**src/rtl/arm_pipe_pkg.sv**
```systemverilog
// Shared ARM pipeline types: fetch sequencer states and fetch constants.
package arm_pipe_pkg;

    typedef enum logic [1:0] {
        IDLE,
        FETCH,
        HOLD,
        DRAIN
    } fetch_state_t;

    localparam logic [31:0] PC_STEP_DEFAULT = 32'd4;
    localparam logic [31:0] NOP_INSTR       = 32'h0000_0000;

endpackage

```
**src/rtl/fetch_ctrl.sv**
```systemverilog
// Fetch sequencer: owns the PC and runs the imem req/ack handshake. It drives the IF/ID register inputs combinationally, for capture at the next edge.
// Memory waits become flush bubbles, hazards freeze IF/ID, and a branch that hits a pending request drains it before the target is fetched.
module fetch_ctrl
    import arm_pipe_pkg::*;
#(
    parameter logic [31:0] PC_RESET = 32'h0000_0000,
    parameter logic [31:0] PC_STEP  = PC_STEP_DEFAULT
) (
    input  logic        clk,
    input  logic        reset_n,
    input  logic        hazard,
    input  logic        branch_taken,
    input  logic [31:0] branch_addr,
    output logic        imem_req,
    output logic [31:0] imem_addr,
    input  logic        imem_ack,
    input  logic [31:0] imem_rdata,
    output logic [31:0] if_pc,
    output logic [31:0] if_instr,
    output logic        if_freeze,
    output logic        if_flush
);

    fetch_state_t state;
    logic [31:0]  pc;
    logic [31:0]  hold_instr;
    logic [31:0]  drain_addr;
    logic [31:0]  pc_next_seq;

    assign pc_next_seq = pc + PC_STEP;

    // A request, once raised, is never withdrawn: DRAIN keeps presenting the abandoned address.
    assign imem_req  = (state == FETCH) || (state == DRAIN);
    assign imem_addr = (state == DRAIN) ? drain_addr : pc;

    always_comb begin
        if_flush  = 1'b0;
        if_freeze = 1'b0;
        if_instr  = NOP_INSTR;
        if_pc     = pc;
        case (state)
            IDLE: if_flush = 1'b1;
            FETCH: begin
                if (branch_taken) begin
                    if_flush = 1'b1;
                end else if (hazard) begin
                    if_freeze = 1'b1;
                end else if (imem_ack) begin
                    if_instr = imem_rdata;
                    if_pc    = pc_next_seq;
                end else begin
                    if_flush = 1'b1;
                end
            end
            HOLD: begin
                if (branch_taken) begin
                    if_flush = 1'b1;
                end else if (hazard) begin
                    if_freeze = 1'b1;
                end else begin
                    if_instr = hold_instr;
                    if_pc    = pc_next_seq;
                end
            end
            DRAIN:   if_flush = 1'b1;
            default: if_flush = 1'b1;
        endcase
    end

    always_ff @(posedge clk or negedge reset_n) begin
        if (!reset_n) begin
            state      <= IDLE;
            pc         <= PC_RESET;
            hold_instr <= NOP_INSTR;
            drain_addr <= PC_RESET;
        end else begin
            case (state)
                IDLE: state <= FETCH;
                FETCH: begin
                    if (branch_taken) begin
                        pc <= branch_addr;
                        if (!imem_ack) begin
                            drain_addr <= pc;
                            state      <= DRAIN;
                        end
                    end else if (hazard) begin
                        if (imem_ack) begin
                            hold_instr <= imem_rdata;
                            state      <= HOLD;
                        end
                    end else if (imem_ack) begin
                        pc <= pc_next_seq;
                    end
                end
                HOLD: begin
                    if (branch_taken) begin
                        pc    <= branch_addr;
                        state <= FETCH;
                    end else if (!hazard) begin
                        pc    <= pc_next_seq;
                        state <= FETCH;
                    end
                end
                DRAIN: begin
                    if (branch_taken) begin
                        pc <= branch_addr;
                    end
                    if (imem_ack) begin
                        state <= FETCH;
                    end
                end
                default: state <= IDLE;
            endcase
        end
    end

endmodule

```
**config.mk**
```make
export PLATFORM = sky130hd
export DESIGN_NAME = fetch_ctrl
export DESIGN_NICKNAME = d
export VERILOG_FILES = /design/src/rtl/arm_pipe_pkg.sv /design/src/rtl/fetch_ctrl.sv
export SDC_FILE = /design/constraint.sdc
export NUM_CORES = 1
export LEC_CHECK = 0
export CORE_AREA = 2 2 167 169
export DETAILED_ROUTE_END_ITERATION = 8
export DIE_AREA = 0 0 169 171
export PLACE_DENSITY = 0.55
export SLEW_MARGIN = 20
export SYNTH_ARGS = -nofsm -noshare
export SYNTH_HDL_FRONTEND = slang
export SYNTH_SLANG_ARGS = --single-unit
```
**constraint.sdc**
```tcl
create_clock -name clk -period 5.73 [get_ports clk]
set_input_delay 1.719 -clock clk [delete_from_list [all_inputs] [get_ports clk]]
set_output_delay 1.719 -clock clk [all_outputs]
set_load 0.01 [all_outputs]
```
== Word-level counts from Yosys, hierarchy flattened ==
Index checks and enable logic that the tools add are counted.
Storage, ports and cells
  flip-flop bits (word level): 98
  input bits: 69
  output and inout port bits: 99
  logic and storage cells: 58
Cells by class
  $add $sub $neg: 1
  equality and inequality tests: 9
  mux-type cells: 33
  bitwise logic cells: 2
  reduce and logical (&&, ||, !) cells: 9
Operators by type and width (number)
  2-to-1 mux 32 bit: 14
  one-hot mux 32 bit (2 select lines): 2
  one-hot mux 32 bit (3 select lines): 1
  adder 32 x 3 -> 32 bit, second input constant: 1
  2-to-1 mux 2 bit: 7
  inequality test 3 bit, second input constant: 4
  one-hot mux 2 bit (4 select lines): 1
  2-to-1 mux 1 bit: 7
  AND reduction 5 bit: 1
  equality test 2 bit, second input constant: 2
  inequality test 2 bit, second input constant: 2
  AND reduction 4 bit: 1
  OR reduction 2 bit: 2
  one-hot mux 1 bit (3 select lines): 1
  AND reduction 3 bit: 1
  nonzero test 3 bit: 1
  equality test 2 x 1 -> 1 bit, second input constant: 1
  logical NOT 2 bit: 1
  NOT 1 bit: 2
  AND reduction 2 bit: 1
  logical OR 1 bit: 1

== Longest topological paths before layout ==
  word-level depth: 5
  gate-level depth with buffers: 9
  mapped depth without buffers: 8

== Worst setup path before layout ==
No wires, ideal clock.
  kind: in2out
  start: in hazard
  end: out if_pc[26]
  arrival time: 3.163 ns
  data required time: 4.011 ns
  path slack: 0.848 ns
  stages: 8
  buffers on the path: 2
  path through: and4b_1 buf_2 nand4_2 buf_6 or3_1 nand3_1 nand2_1 a211o_1
Between the ends
  word-level cells in the longest chain between the ends: 3
  elaborated cells on any way between the ends: 5
  those cells by class: 5 x mux
RTL lines
  start, declared: RTL line fetch_ctrl.sv:11  | input logic hazard,
  2-to-1 mux 32 bit, on equally long branches
  2-to-1 mux 32 bit, on equally long branches: RTL line fetch_ctrl.sv:56, fetch_ctrl.sv:44
  one-hot mux 32 bit (2 select lines) (*): RTL line fetch_ctrl.sv:41  | case (state)
  end, declared: RTL line fetch_ctrl.sv:18  | output logic [31:0] if_pc,
Mark *: on every way between the ends. The rest lies on a longest branch, timed or not.

== Final worst setup path ==
  start: in hazard
  end: out if_pc[18]
Same word-level chain as after synthesis.

==> qor.txt <==
register area share after synthesis = 0.306
fraction of layout cells with a size suffix above 1 = 0.203
worst path bufs/invs = 4
final hold viol count = 0
static leakage = 4.04 nW
Post-Syn Nets = 1018
Worst-Skew Late Latency = 370 ps
gate count after technology mapping = 944
setup slack, reg-to-reg = 2900 ps
Critical Path End = if_pc[18]
WS Path Type = in -> out
Initial Util = 0.293
I/O Buffers = 167
area grow syn2layout = 32.5%
filler cell count = 2776
Max stage delay cell, worst path = clkdlybuf4s50_1
Min-Delay Path Depth = 2
Crit path max-delay family = buffers and inverters
worst path cell trace = clkbuf_2 -> and4b_2 -> nand4_2 -> buf_4 -> o22ai_1 -> a21oi_1 -> a31oi_1 -> buf_4 -> clkdlybuf4s50_1
setup violators final = 0
reg2reg end = pc[18]$_DFFE_PN0P_
largest area contributor in the netlist = dfrtp_1
synthesis-stage register bit count = 98
pre-CTS setup slack = -320 ps
# rows = 61
count of pins over their slew limit = 0
HPWL after DPL = 20800 um
RSZ-0062 raised after global routing = no
worst-margin pin slew = 901 ps
drt via density = 5.54
Routed WL = 29800 um
initial drt markers = 786
WP data arrival = 3830 ps
gpl congestion = 0.895
die footprint = 28900 um^2
H-tree levels = 3
CTS buffer count = 9
Worst R2R Path Depth = 7
final worst slack = 177 ps
fin cells = 1448
DRT Pass-1 Iters = 5
Wirelength per Cell = 20.6 um
Req. time, crit path = 4010 ps
# IOs = 168
Root Driver = clkbuf_16
CTS tree = yes
placed insts = 1429
max-cap viol count = 0
CP Launch Type = input pin
critical path depth in cells = 9
vias = 8016
Synth Cell Area = 8000 um^2
largest cells by area after synthesis = dfrtp_1, mux2_2, o21ai_0
Layout Nets = 1171
Critical Path Fanout Max = 9
post-route ant nets = 0
Design Power = 6.02 mW
number of synthesized flops with an enable pin = 0
GR Overflow Total = 0
CP startpoint = hazard
Die Wd = 169 um
CTS Buffer Depth = 2
Syn Area/Cell = 8.48 um^2
CP peak stage delay = 540 ps
clk slew on worst S/H paths = 70 ps
initial antenna violation count = 0
endpoint type of the worst setup path = output pin
gr usage total = 0.205
YS warnings = 0
Final period util = 0.969
Max IR drop VDD = 324 uV
Antenna Cells = 0
Core Area = 27300 um^2
largest net degree at the start of global routing = 41
Clock Sink Count = 98
Max Fclk = 180 MHz
Worst path most repeated cell = buf_4
status = finished clean
power per cell area = 567 nW/um^2
Distinct cells, synth = 73
DRC viols = 0
Worst Clk Skew = 17.7 ps
asr flop ratio synth = 1.00
vias in the first global route = 7769
Final TNS setup = 0 ps
r2r startpoint = pc[10]$_DFFE_PN0P_
Min Clock Period, post-route = 5550 ps
Die Y = 171 um
area share of the largest cell type after synthesis = 0.306
Hold Crit Class = reg -> reg
Slew HR = 0.399
Main synth FF type = dfrtp_1
global-route wire length before repair = 46100 um
[tightest hold or removal path, stage by stage, from the launching register on]
cell	delay (ps)
dfrtp_1	350
nand2_1	50
o21ai_0	60
[metrics by stage]
stage | utilization | hold WS [ps] | cell area [um^2]
5_1_grt | 0.388 | 513 | 10600
3_3_place_gp | 0.376 | 463 | 10300
6_report | 0.388 | 483 | 10600
2_1_floorplan | - | 450 | 8000
4_1_cts | 0.388 | 489 | 10600
3_5_place_dp | 0.376 | 470 | 10300
[cells in the mapped netlist, drive strengths merged, types with 4 or more instances]
cell type / n
nor2: 52
and4b: 4
o21a: 7
a221oi: 6
inv: 13
buf: 34
a31oi: 25
o31ai: 9
ha: 5
dfrtp: 98
o22ai: 10
clkbuf: 66
o21ai: 85
a21oi: 52
o221ai: 6
nand4: 13
nand2b: 11
a31o: 5
nor2b: 45
nor4: 13
nor3: 22
nand3: 33
nand2: 71
and4: 8
and3: 12
a22oi: 38
or3: 14
mux2i: 10
and2: 10
xnor2: 23
mux2: 88
xor2: 14
o22a: 4
[sequential cells by signal (all words and copies together), names as in the netlist]
signal	cells
pc	32
drain_addr	32
state	2
hold_instr	32
[layer usage]
layer / wire (um) / part of all wire / GRT usage / up-vias
met5: 0 / 0 / 0 / -
met4: 821 / 0.028 / 0.0769 / 0
met3: 1730 / 0.058 / 0.0347 / 46
met2: 13400 / 0.45 / 0.309 / 308
met1: 13800 / 0.46 / 0.293 / 3895
li1: - / - / - / 3767
[area by class of cell]
| cell class | count | area (um^2) | share of cell area |
|---|---|---|---|
| Sequential cell | 98 | 2450 | 0.231 |
| Inverter | 14 | 52.6 | 0.00495 |
| Multi-Input combinational cell | 732 | 5080 | 0.479 |
| Clock buffer | 9 | 225 | 0.0212 |
| Timing Repair Buffer | 242 | 2280 | 0.215 |
| Clock inverter | 7 | 81.3 | 0.00767 |
| Tap cell | 346 | 433 | 0.0408 |
[worst min path at each step]
stage | from | to | slack, ps
floorplan | drain_addr[21]$_DFFE_PN0P_ | drain_addr[21]$_DFFE_PN0P_ | 450
global placement | drain_addr[23]$_DFFE_PN0P_ | drain_addr[23]$_DFFE_PN0P_ | 460
detailed placement | drain_addr[21]$_DFFE_PN0P_ | drain_addr[21]$_DFFE_PN0P_ | 470
CTS | drain_addr[28]$_DFFE_PN0P_ | drain_addr[28]$_DFFE_PN0P_ | 490
global route | drain_addr[2]$_DFFE_PN0P_ | drain_addr[2]$_DFFE_PN0P_ | 510
finish | drain_addr[28]$_DFFE_PN0P_ | drain_addr[28]$_DFFE_PN0P_ | 480
[cell usage in the layout (no fill, tap or decap), types with 5 or more instances in the layout]
cell,netlist,final
a21oi_1,52,51
a221oi_1,6,6
a22oi_1,38,38
a31o_2,5,5
a31oi_1,25,24
and2_1,9,9
and3_1,12,12
and4_1,8,8
buf_12,0,5
buf_4,8,71
clkbuf_16,0,9
clkdlybuf4s50_1,0,162
dfrtp_1,98,98
inv_1,13,13
mux2_2,88,88
mux2i_1,10,10
nand2_1,70,70
nand2b_1,11,10
nand3_1,31,31
nand4_1,9,9
nor2_1,52,51
nor2b_1,45,44
nor3_1,19,17
nor4_1,5,5
nor4_2,6,6
o21a_1,7,7
o21ai_0,83,83
o221ai_1,6,6
o22ai_1,10,10
o31ai_1,7,7
or3_1,14,14
xnor2_1,23,23
xor2_1,14,14
[timing repair]
action                                 CTS  global route
pin swaps                                2             0
hold buffers                             0             0
setup buffers                            1             2
endpoints found under the hold margin    0             0
gates resized for setup                  6             5
setup endpoints to repair               49            19
[cells by family after synthesis]
group | share of synthesized area
compound gates | 0.216
xor+xnor | 0.0405
flops | 0.306
fa+ha+maj | 0.00782
simple gates | 0.230
buf+inv | 0.0624
mux | 0.136
[power breakdown]
part | total (mW) | internal (mW) | switching, mW
clock network | 0.646 | 0.313 | 0.333
registers | 1.49 | 1.04 | 0.455
logic | 3.88 | 1.90 | 1.98
total | 6.02 | 3.25 | 2.76
(Power assumes the default switching activity.)
